File: config.mk
export PLATFORM = sky130hd
export DESIGN_NAME = band_gain_mixer
export DESIGN_NICKNAME = d
export VERILOG_FILES = /design/src/rtl/eq_pkg.sv /design/src/rtl/eq_sat.sv /design/src/rtl/band_gain_mixer.sv
export SDC_FILE = /design/constraint.sdc
export NUM_CORES = 1
export LEC_CHECK = 0
export ABC_AREA = 1
export CORE_ASPECT_RATIO = 1.25
export CORE_MARGIN = 2
export CORE_UTILIZATION = 35
export DETAILED_ROUTE_END_ITERATION = 12
export PLACE_DENSITY = 0.62
export SYNTH_ARGS = -nofsm -noshare
export SYNTH_HDL_FRONTEND = slang
export SYNTH_SLANG_ARGS = --single-unit
export TNS_END_PERCENT = 5
File: constraint.sdc
create_clock -name clk -period 7.3 [get_ports clk]
set_input_delay 1.46 -clock clk [delete_from_list [all_inputs] [get_ports clk]]
set_output_delay 1.46 -clock clk [all_outputs]
set_load 0.05 [all_outputs]
File: src/rtl/eq_pkg.sv
// Shared constants and enums for the three-band gain mixer.
package eq_pkg;

    localparam int unsigned AUDIO_DEPTH = 16;
    localparam int unsigned GAIN_WIDTH  = 8;
    localparam int unsigned GAIN_FRAC   = 6;
    localparam int unsigned GAIN_UNITY  = 64;

    typedef enum logic [1:0] {
        BAND_LOW  = 2'd0,
        BAND_MID  = 2'd1,
        BAND_HIGH = 2'd2
    } band_e;

    typedef enum logic [2:0] {
        IDLE     = 3'd0,
        MAC_LOW  = 3'd1,
        MAC_MID  = 3'd2,
        MAC_HIGH = 3'd3,
        OUTPUT   = 3'd4
    } mix_state_e;

endpackage

File: src/rtl/eq_sat.sv
// Reduces the scaled accumulator to the output sample width.
// EQ_MIX_SATURATE_EN defined: clamp to the signed output range; otherwise wrap.
module eq_sat #(
    parameter int unsigned IN_W  = 27,
    parameter int unsigned OUT_W = 16
) (
    input  logic signed [IN_W-1:0]  din,
    output logic signed [OUT_W-1:0] dout_c
);

`ifdef EQ_MIX_SATURATE_EN
    localparam logic signed [IN_W-1:0]  MAX_IN  = {{(IN_W-OUT_W+1){1'b0}}, {(OUT_W-1){1'b1}}};
    localparam logic signed [IN_W-1:0]  MIN_IN  = {{(IN_W-OUT_W+1){1'b1}}, {(OUT_W-1){1'b0}}};
    localparam logic signed [OUT_W-1:0] MAX_OUT = {1'b0, {(OUT_W-1){1'b1}}};
    localparam logic signed [OUT_W-1:0] MIN_OUT = {1'b1, {(OUT_W-1){1'b0}}};

    always_comb begin
        dout_c = din[OUT_W-1:0];
        if (din > MAX_IN) begin
            dout_c = MAX_OUT;
        end else if (din < MIN_IN) begin
            dout_c = MIN_OUT;
        end
    end
`else
    // Upper bits are intentionally discarded in wrap mode.
    logic unused_hi_c;
    assign unused_hi_c = ^din[IN_W-1:OUT_W];

    always_comb begin
        dout_c = din[OUT_W-1:0];
    end
`endif

endmodule

File: src/rtl/band_gain_mixer.sv
// Three-band gain mixer: sequential MAC of low/mid/high band times Q2.6 gain.
// Output reduction mode selected in eq_sat by EQ_MIX_SATURATE_EN.
module band_gain_mixer
    import eq_pkg::*;
#(
    parameter int unsigned AUDIO_DEPTH = eq_pkg::AUDIO_DEPTH,
    parameter int unsigned GAIN_WIDTH  = eq_pkg::GAIN_WIDTH,
    parameter int unsigned GAIN_FRAC   = eq_pkg::GAIN_FRAC
) (
    input  logic                          clk,
    input  logic                          reset,
    input  logic                          sample_valid,
    input  logic signed [AUDIO_DEPTH-1:0] low_band,
    input  logic signed [AUDIO_DEPTH-1:0] mid_band,
    input  logic signed [AUDIO_DEPTH-1:0] high_band,
    input  logic                          gain_we,
    input  logic [1:0]                    gain_sel,
    input  logic [GAIN_WIDTH-1:0]         gain_data,
    output logic signed [AUDIO_DEPTH-1:0] audio_out,
    output logic                          out_valid,
    output logic                          busy,
    output logic                          sample_drop
);

    localparam int unsigned PROD_W = AUDIO_DEPTH + GAIN_WIDTH + 1;
    localparam int unsigned ACC_W  = PROD_W + 2;
    localparam logic [GAIN_WIDTH-1:0] UNITY = GAIN_WIDTH'(GAIN_UNITY);

    mix_state_e state_q, state_d;

    logic signed [AUDIO_DEPTH-1:0] band_q   [3];
    logic signed [AUDIO_DEPTH-1:0] band_d   [3];
    logic [GAIN_WIDTH-1:0]         shadow_q [3];
    logic [GAIN_WIDTH-1:0]         shadow_d [3];
    logic [GAIN_WIDTH-1:0]         active_q [3];
    logic [GAIN_WIDTH-1:0]         active_d [3];
    logic signed [ACC_W-1:0]       acc_q, acc_d;
    logic signed [AUDIO_DEPTH-1:0] audio_out_q, audio_out_d;
    logic                          out_valid_q, out_valid_d;
    logic                          busy_q, busy_d;
    logic                          sample_drop_q, sample_drop_d;

    logic signed [AUDIO_DEPTH-1:0] band_cur_c;
    logic [GAIN_WIDTH-1:0]         gain_cur_c;
    logic signed [PROD_W-1:0]      prod_c;
    logic signed [ACC_W-1:0]       result_c;
    logic signed [AUDIO_DEPTH-1:0] reduced_c;

    // State register
    always_ff @(posedge clk) begin
        if (reset) begin
            state_q <= IDLE;
        end else begin
            state_q <= state_d;
        end
    end

    // Next-state logic
    always_comb begin
        state_d = state_q;
        case (state_q)
            IDLE:     if (sample_valid) state_d = MAC_LOW;
            MAC_LOW:  state_d = MAC_MID;
            MAC_MID:  state_d = MAC_HIGH;
            MAC_HIGH: state_d = OUTPUT;
            OUTPUT:   state_d = IDLE;
            default:  state_d = IDLE;
        endcase
    end

    // Band/gain operand select for the current MAC step
    always_comb begin
        band_cur_c = band_q[BAND_LOW];
        gain_cur_c = active_q[BAND_LOW];
        case (state_q)
            MAC_MID: begin
                band_cur_c = band_q[BAND_MID];
                gain_cur_c = active_q[BAND_MID];
            end
            MAC_HIGH: begin
                band_cur_c = band_q[BAND_HIGH];
                gain_cur_c = active_q[BAND_HIGH];
            end
            default: ;
        endcase
    end

    // Gain is unsigned, so zero-extend before the signed multiply.
    assign prod_c   = PROD_W'(band_cur_c) * $signed(PROD_W'(gain_cur_c));
    assign result_c = acc_q >>> GAIN_FRAC;

    eq_sat #(
        .IN_W  (ACC_W),
        .OUT_W (AUDIO_DEPTH)
    ) u_sat (
        .din    (result_c),
        .dout_c (reduced_c)
    );

    // Output and datapath next values
    always_comb begin
        band_d        = band_q;
        shadow_d      = shadow_q;
        active_d      = active_q;
        acc_d         = acc_q;
        audio_out_d   = audio_out_q;
        out_valid_d   = 1'b0;
        busy_d        = (state_d != IDLE);
        sample_drop_d = sample_valid && (state_q != IDLE);

        case (state_q)
            IDLE: begin
                if (sample_valid) begin
                    band_d[BAND_LOW]  = low_band;
                    band_d[BAND_MID]  = mid_band;
                    band_d[BAND_HIGH] = high_band;
                    active_d          = shadow_q;
                    acc_d             = '0;
                end
            end
            MAC_LOW, MAC_MID, MAC_HIGH: begin
                acc_d = acc_q + ACC_W'(prod_c);
            end
            OUTPUT: begin
                audio_out_d = reduced_c;
                out_valid_d = 1'b1;
            end
            default: ;
        endcase

        // Shadow write lands after acceptance copied the old shadow values.
        if (gain_we) begin
            case (gain_sel)
                2'd0:    shadow_d[BAND_LOW]  = gain_data;
                2'd1:    shadow_d[BAND_MID]  = gain_data;
                2'd2:    shadow_d[BAND_HIGH] = gain_data;
                default: ;
            endcase
        end
    end

    // Datapath and output registers
    always_ff @(posedge clk) begin
        if (reset) begin
            for (int i = 0; i < 3; i++) begin
                band_q[i]   <= '0;
                shadow_q[i] <= UNITY;
                active_q[i] <= UNITY;
            end
            acc_q         <= '0;
            audio_out_q   <= '0;
            out_valid_q   <= 1'b0;
            busy_q        <= 1'b0;
            sample_drop_q <= 1'b0;
        end else begin
            band_q        <= band_d;
            shadow_q      <= shadow_d;
            active_q      <= active_d;
            acc_q         <= acc_d;
            audio_out_q   <= audio_out_d;
            out_valid_q   <= out_valid_d;
            busy_q        <= busy_d;
            sample_drop_q <= sample_drop_d;
        end
    end

    assign audio_out   = audio_out_q;
    assign out_valid   = out_valid_q;
    assign busy        = busy_q;
    assign sample_drop = sample_drop_q;

endmodule

==> out/metrics.yaml, run 1 <==
status: "finished, final reports clean"
path_cells: "nand3_2 > o221ai_1 > nand2_1 > fa_1 > inv_1 > fa_1 > fa_1 > fa_1 > inv_1 > fa_1 > inv_1 > ha_1 > a21oi_1 > inv_1 > a21oi_1 > nor2_1 > nor2_1 > o21ai_0 > or2_2 > nand3_1 > a21oi_1"
vias: 8742
p_clk_share_pct: 35.2
pre_cts_ws_ns: 0.9381
routabilityCongestion: 0.8887
reg2regPathDepth: 21
drt-total-wl_um: 26740
area_growth_pct: 16.84
cp-start-kind: "flop"
yosysUniqueCellTypes: 34
syn_inst: 1368
critical_path_depth: 21
diodes: 0
switching_share_pct: 36.92
cts_buffers: 17
synth_warnings: 0
grt_pass1_vias: 8706
track_usage_pct: 18.08
netlist_area_sq_um: 10270
peakVddDrop_mv: 0.1285
grt_max_degree: 112
start_util_pct: 35.31
crit_type: "reg -> reg"
row_count: 70
maxCapViolations: 0
rrSetupSlack_ns: 0.85
combPwrFrac_pct: 30.3
crit_path_max_incr_delay_ns: 0.87
max_slew_margin_pct: 30.23
clk_pin_slew_ns: 0.07
yosysTopAreaCell: "dfxtp_1"
ys_seq_elements: 140
finalSetupTns_ns: 0
worst_hold_path_type: "reg -> reg"
ant_nets: 0
nFillCells: 3089
r2r_end: "acc_q[14]"
pin_count: 81
synth_seq_area_share_pct: 27.30
cts.path.max_buffers: 2
syn_area_per_cell_sq_um: 7.505
hold_viol_final: 0
cpLargestDelayFamily: "adder cells"
p_sw_w: 0.0009225
cts_resized: 0
die_width_um: 157.2
drive_above_1_share_pct: 4.593
coreArea_sq_um: 29080
critPathBufInv: 4
dieArea_sq_um: 30730
setup_viol: 0
finalMaxSlewViolations: 0
crit_top_cell: "fa_1"
final.period_utilization_pct: 88.34
io_buffers: 80
holdCritStartpoint: "shadow_q[2]"
startpoint: "state_q[1]"
cts-htree-levels: 4
yosys.area.top_type_share_pct: 27.30
antenna_found_initial: 0
p_int_w: 0.001576
fmax_ghz: 0.1551
finalWorstSetupSlack_ns: 0.8513
root_buffer: "clkbuf_16"
leakage_nw: 5.942
grt_pass1_wl_um: 43790
grt_overflow: 0
ys_async_sr_fraction_pct: 0
power.density_nw_per_um2: 208.3
nets: 1646
ys_top_cells_by_area: "dfxtp_1 27%, fa_1 21%, inv_1 10%, nand2_1 10%, a21oi_1 8.0%"
hpwl_um: 20040
via_per_inst: 4.769
clock_skew_ns: 0.01362
tightest_slew_ns: 1.039
critPathCapture: "acc_q[14]"
cp-end-kind: "flop"
first_pass_iters: 5
cts_tree: "yes"
insertion_delay_ns: 0.43
synthesis.nets: 1590
cp.required_ns: 7.58
synth_edf_count: 0
rsz0062_at_grt: "no"
cts_sinks: 140
p_seq_share_pct: 34.5
layout_commonest_cell: "inv_1"
crit_slowest_cell: "o221ai_1"
hold_buffers: 0
arrival_ns: 6.73
reg2reg_from: "state_q[1]"
synth_top_flop_cell: "dfxtp_1"
mostFrequentLayoutCells: "286 x inv_1, 275 x nand2_1, 165 x a21oi_1"
fin_util_pct: 41.26
drc: 0
period_minus_slack_ns: 6.449
drtIter0Drc: 436
crit_fanout: 23
wl_per_cell_um: 14.59
die_h_um: 195.5
post_cts_buffers: 0
==> stage by stage <==
step	hold slack (ns)	std cells	total power, W	cell area (sq um)
after floorplan	0.4205	1368	0.001414	10270
after global placement	0.4304	1801	0.001619	11410
after detailed placement	0.4362	1801	0.001630	11410
after CTS	0.4472	1833	0.002519	12000
after global routing	0.4714	1833	0.002660	12000
final	0.4422	1833	0.002499	12000
==> kinds of logic after synthesis <==
group,after synthesis,synth area share [%]
xor gates and xnor gates,3,0.2560
AOI/OAI and AO/OA,306,15.74
and+or+nand+nor,411,16.23
DFF,140,27.30
adders and majority gates,160,27.54
buffers and inverters,348,12.93
==> sequential cells by signal, summed over array words and instances, names as in the netlist <==
signal,count
band_q,48
active_q,24
shadow_q,24
acc_q,22
audio_out,16
state_q,3
busy,1
out_valid,1
sample_drop,1
==> power groups by stage <==
stage / clock, W / sequential [W] / combinational (W)
floorplan: 0 / 0.000880 / 0.000535
global placement: 0 / 0.000877 / 0.000742
detailed placement: 0 / 0.000879 / 0.000751
CTS: 0.000897 / 0.000862 / 0.000759
global route: 0.000927 / 0.000869 / 0.000864
finish: 0.000880 / 0.000863 / 0.000756
==> how the worst min path moves through the flow <==
| stage | slack (ns) | end | cells past startpoint |
|---|---|---|---|
| after floorplan | 0.42 | shadow_q[1] | 2 |
| after global placement | 0.43 | shadow_q[2] | 2 |
| after detailed placement | 0.44 | shadow_q[2] | 2 |
| after CTS | 0.45 | shadow_q[2] | 2 |
| after global routing | 0.47 | shadow_q[5] | 2 |
| final | 0.44 | shadow_q[2] | 2 |
==> worst register-to-register path, delay by kind of cell (launching register included) <==
kind                       cells  cell delay (ns)
DFF                            1             0.50
adders and majority gates      6             2.91
buffers and inverters          4             0.22
AOI/OAI and AO/OA              5             1.50
and+or+nand+nor                6             1.20
==> area by class of cell <==
class	instances	area (sq um)	area share (%)
sequential	140	2803	23.36
timing repair buffer	88	855.8	7.134
inverter	297	1116	9.303
clock inverter	14	155.1	1.293
tap	396	495.5	4.130
clock buffer	18	429.2	3.577
multi-input combinational	880	6142	51.20
==> layer usage <==
metal  routed length (um)  vias to the layer above  GRT usage [%]
met4                  930                        0          7.407
li1                     -                     4361              -
met3                  970                       60          2.241
met5                    0                        -              0
met2                13010                      196          31.12
met1                11820                     4125          22.78
==> Yosys cell counts (2+ instances only) <==
master    count
inv_1       287
nand2_1     276
a21oi_1     165
dfxtp_1     140
fa_1        110
o21ai_0     109
nor2_1       78
ha_1         50
clkbuf_1     35
nand3_1      29
buf_2        13
nand4_1      11
o22ai_1      10
inv_2         8
o221ai_1      7
o21ai_1       5
a21o_1        4
nor3_1        4
or2_2         4
o221ai_2      3
xnor2_1       3
buf_1         2
nand2_2       2
nand3_2       2
nor2_2        2
Power figures use the tool's default switching activity.
==> run 2: changes to the inputs <==
--- a/config.mk
+++ b/config.mk
@@ -10,6 +10,7 @@
 export CORE_MARGIN = 2
 export CORE_UTILIZATION = 35
 export DETAILED_ROUTE_END_ITERATION = 12
+export GPL_TIMING_DRIVEN = 0
 export PLACE_DENSITY = 0.62
 export SYNTH_ARGS = -nofsm -noshare
 export SYNTH_HDL_FRONTEND = slang
==> constraint.sdc (replaced) <==
create_clock -name clk -period 7.3 [get_ports clk]
set_input_delay 1.46 -clock clk [delete_from_list [all_inputs] [get_ports clk]]
set_output_delay 1.46 -clock clk [all_outputs]
set_load 0.01 [all_outputs]
==> out/metrics.yaml, run 2 (synthesis results as in run 1) <==
status: "finished, final reports clean"
cts-htree-levels: 4  # unchanged
regMostFlops: "band_q"
leakage_nw: 6.001  # +0.98%
period_minus_slack_ns: 6.478  # +0.02933 ns
crit_path_max_incr_delay_ns: 0.50  # -0.37 ns
start_util_pct: 35.31  # unchanged
die_width_um: 157.2  # unchanged
grt_pass1_wl_um: 46750  # +6.8%
die_h_um: 195.5  # unchanged
rsz0062_at_grt: "no"
tightest_slew_ns: 0.9265  # -0.1121 ns
clock_skew_ns: 0.007238  # -0.006383 ns
fmax_ghz: 0.1544  # -0.45%
cts_resized: 0  # unchanged
vias: 8984  # +2.8%
cts_tree: "yes"
dieArea_sq_um: 30730  # unchanged
routabilityCongestion: 0.9425  # +6.1%
first_pass_iters: 5  # unchanged
wl_per_cell_um: 15.10  # +3.5%
mostFrequentLayoutCells: "287 x inv_1, 276 x nand2_1, 165 x a21oi_1"
track_usage_pct: 19.48  # +1.4 points
cts.path.max_buffers: 2  # unchanged
top_regs: "band_q: 48 flops, active_q: 24 flops, shadow_q: 24 flops"
crit_type: "reg -> reg"
crit_fanout: 10  # -57%
layout_commonest_cell: "inv_1"
cpLargestDelayFamily: "adder cells"
hpwl_um: 22950  # +15%
root_buffer: "clkbuf_16"
area_growth_pct: 18.19
setup_viol: 0  # unchanged
crit_slowest_cell: "fa_1"
ant_nets: 0  # unchanged
grt_overflow: 0  # unchanged
cts_buffers: 17  # unchanged
largest_reg_flops: 48  # unchanged
antenna_found_initial: 0  # unchanged
worst_hold_path_type: "reg -> reg"
drt-total-wl_um: 28340  # +6.0%
finalMaxSlewViolations: 0  # unchanged
via_per_inst: 4.786  # +0.36%
maxCapViolations: 0  # unchanged
hold_viol_final: 0  # unchanged
grt_max_degree: 17  # -85%
stdcell_area_sq_um: 12140  # +1.2%
max_slew_margin_pct: 37.76  # +7.5 points
arrival_ns: 6.77  # +0.04 ns
cp-start-kind: "flop"
hold_buffers: 0  # unchanged
placed_area_sq_um: 11560  # +1.3%
peakVddDrop_mv: 0.1470  # +14%
finalPower_w: 0.002476  # -0.92%
drtIter0Drc: 567  # +30%
cp-end-kind: "flop"
post_cts_buffers: 0  # unchanged
grt_pass1_vias: 9216  # +5.9%
pin_count: 81  # unchanged
cts_sinks: 140  # unchanged
timing.hold.ws_ns: 0.4468  # +0.004586 ns
clk_pin_slew_ns: 0.07  # about the same
final.period_utilization_pct: 88.74  # +0.40 points
drive_above_1_share_pct: 4.662  # +0.069 points
drc: 0  # unchanged
io_buffers: 80  # unchanged
nets: 1689  # +2.6%
critPathBufInv: 7  # +3
power.density_nw_per_um2: 204.0  # -2.1%
coreArea_sq_um: 29080  # unchanged
finalSetupTns_ns: 0  # unchanged
row_count: 70  # unchanged
cp.required_ns: 7.59  # about the same
fin_util_pct: 41.73  # +0.48 points
insertion_delay_ns: 0.43  # about the same
run 2: final timing paths:
path / end / cells after the start / from / slack [ns]
max: acc_q[14] / 25 / state_q[0] / 0.82
min: shadow_q[1] / 2 / shadow_q[1] / 0.45
max reg2reg: acc_q[14] / 25 / state_q[0] / 0.82
min reg2reg: shadow_q[1] / 2 / shadow_q[1] / 0.45
run 2: worst min-delay path: cells and delay by family, from the launching register on:
kind            cells  cell delay [ns]
buf+inv             1             0.05
flops               1             0.31
compound gates      1             0.05
run 2: area by class of cell:
| type | count | area (sq um) |
|---|---|---|
| well taps | 396 | 495.5 |
| repair buffers | 80 | 800.8 |
| clock inverters | 14 | 130.1 |
| multi-input cells | 880 | 6137 |
| flip-flops and latches | 140 | 2803 |
| inverters | 297 | 1116 |
| clock buffers | 18 | 439.2 |
| diodes | 1 | 2.502 |
| plain buffers | 51 | 211.5 |
| fillers | 3075 | 16940 |
run 2: where the power goes:
group,total (W),internal (W),switching [W],leakage (nW)
registers,0.000861,0.000832,0.0000283,1.15
logic,0.000766,0.000266,0.000500,4.58
clock network,0.000850,0.000458,0.000392,0.272
run 2: routing by layer:
| metal | vias up | track usage, % | part of all wire (%) |
|---|---|---|---|
| met3 | 57 | 2.974 | 3.8 |
| met1 | 4252 | 24.36 | 44 |
| met2 | 226 | 33.01 | 48 |
| li1 | 4449 | - | - |
| met5 | - | 0 | 0 |
| met4 | 0 | 8.653 | 4.0 |
run 2: per-stage QoR:
step / setup slack (ns) / cells
after global placement: 0.9439 / 1844
after CTS: 0.8659 / 1876
after floorplan: 1.846 / 1368
final: 0.8219 / 1877
after detailed placement: 0.8924 / 1844
after global routing: 0.5269 / 1876
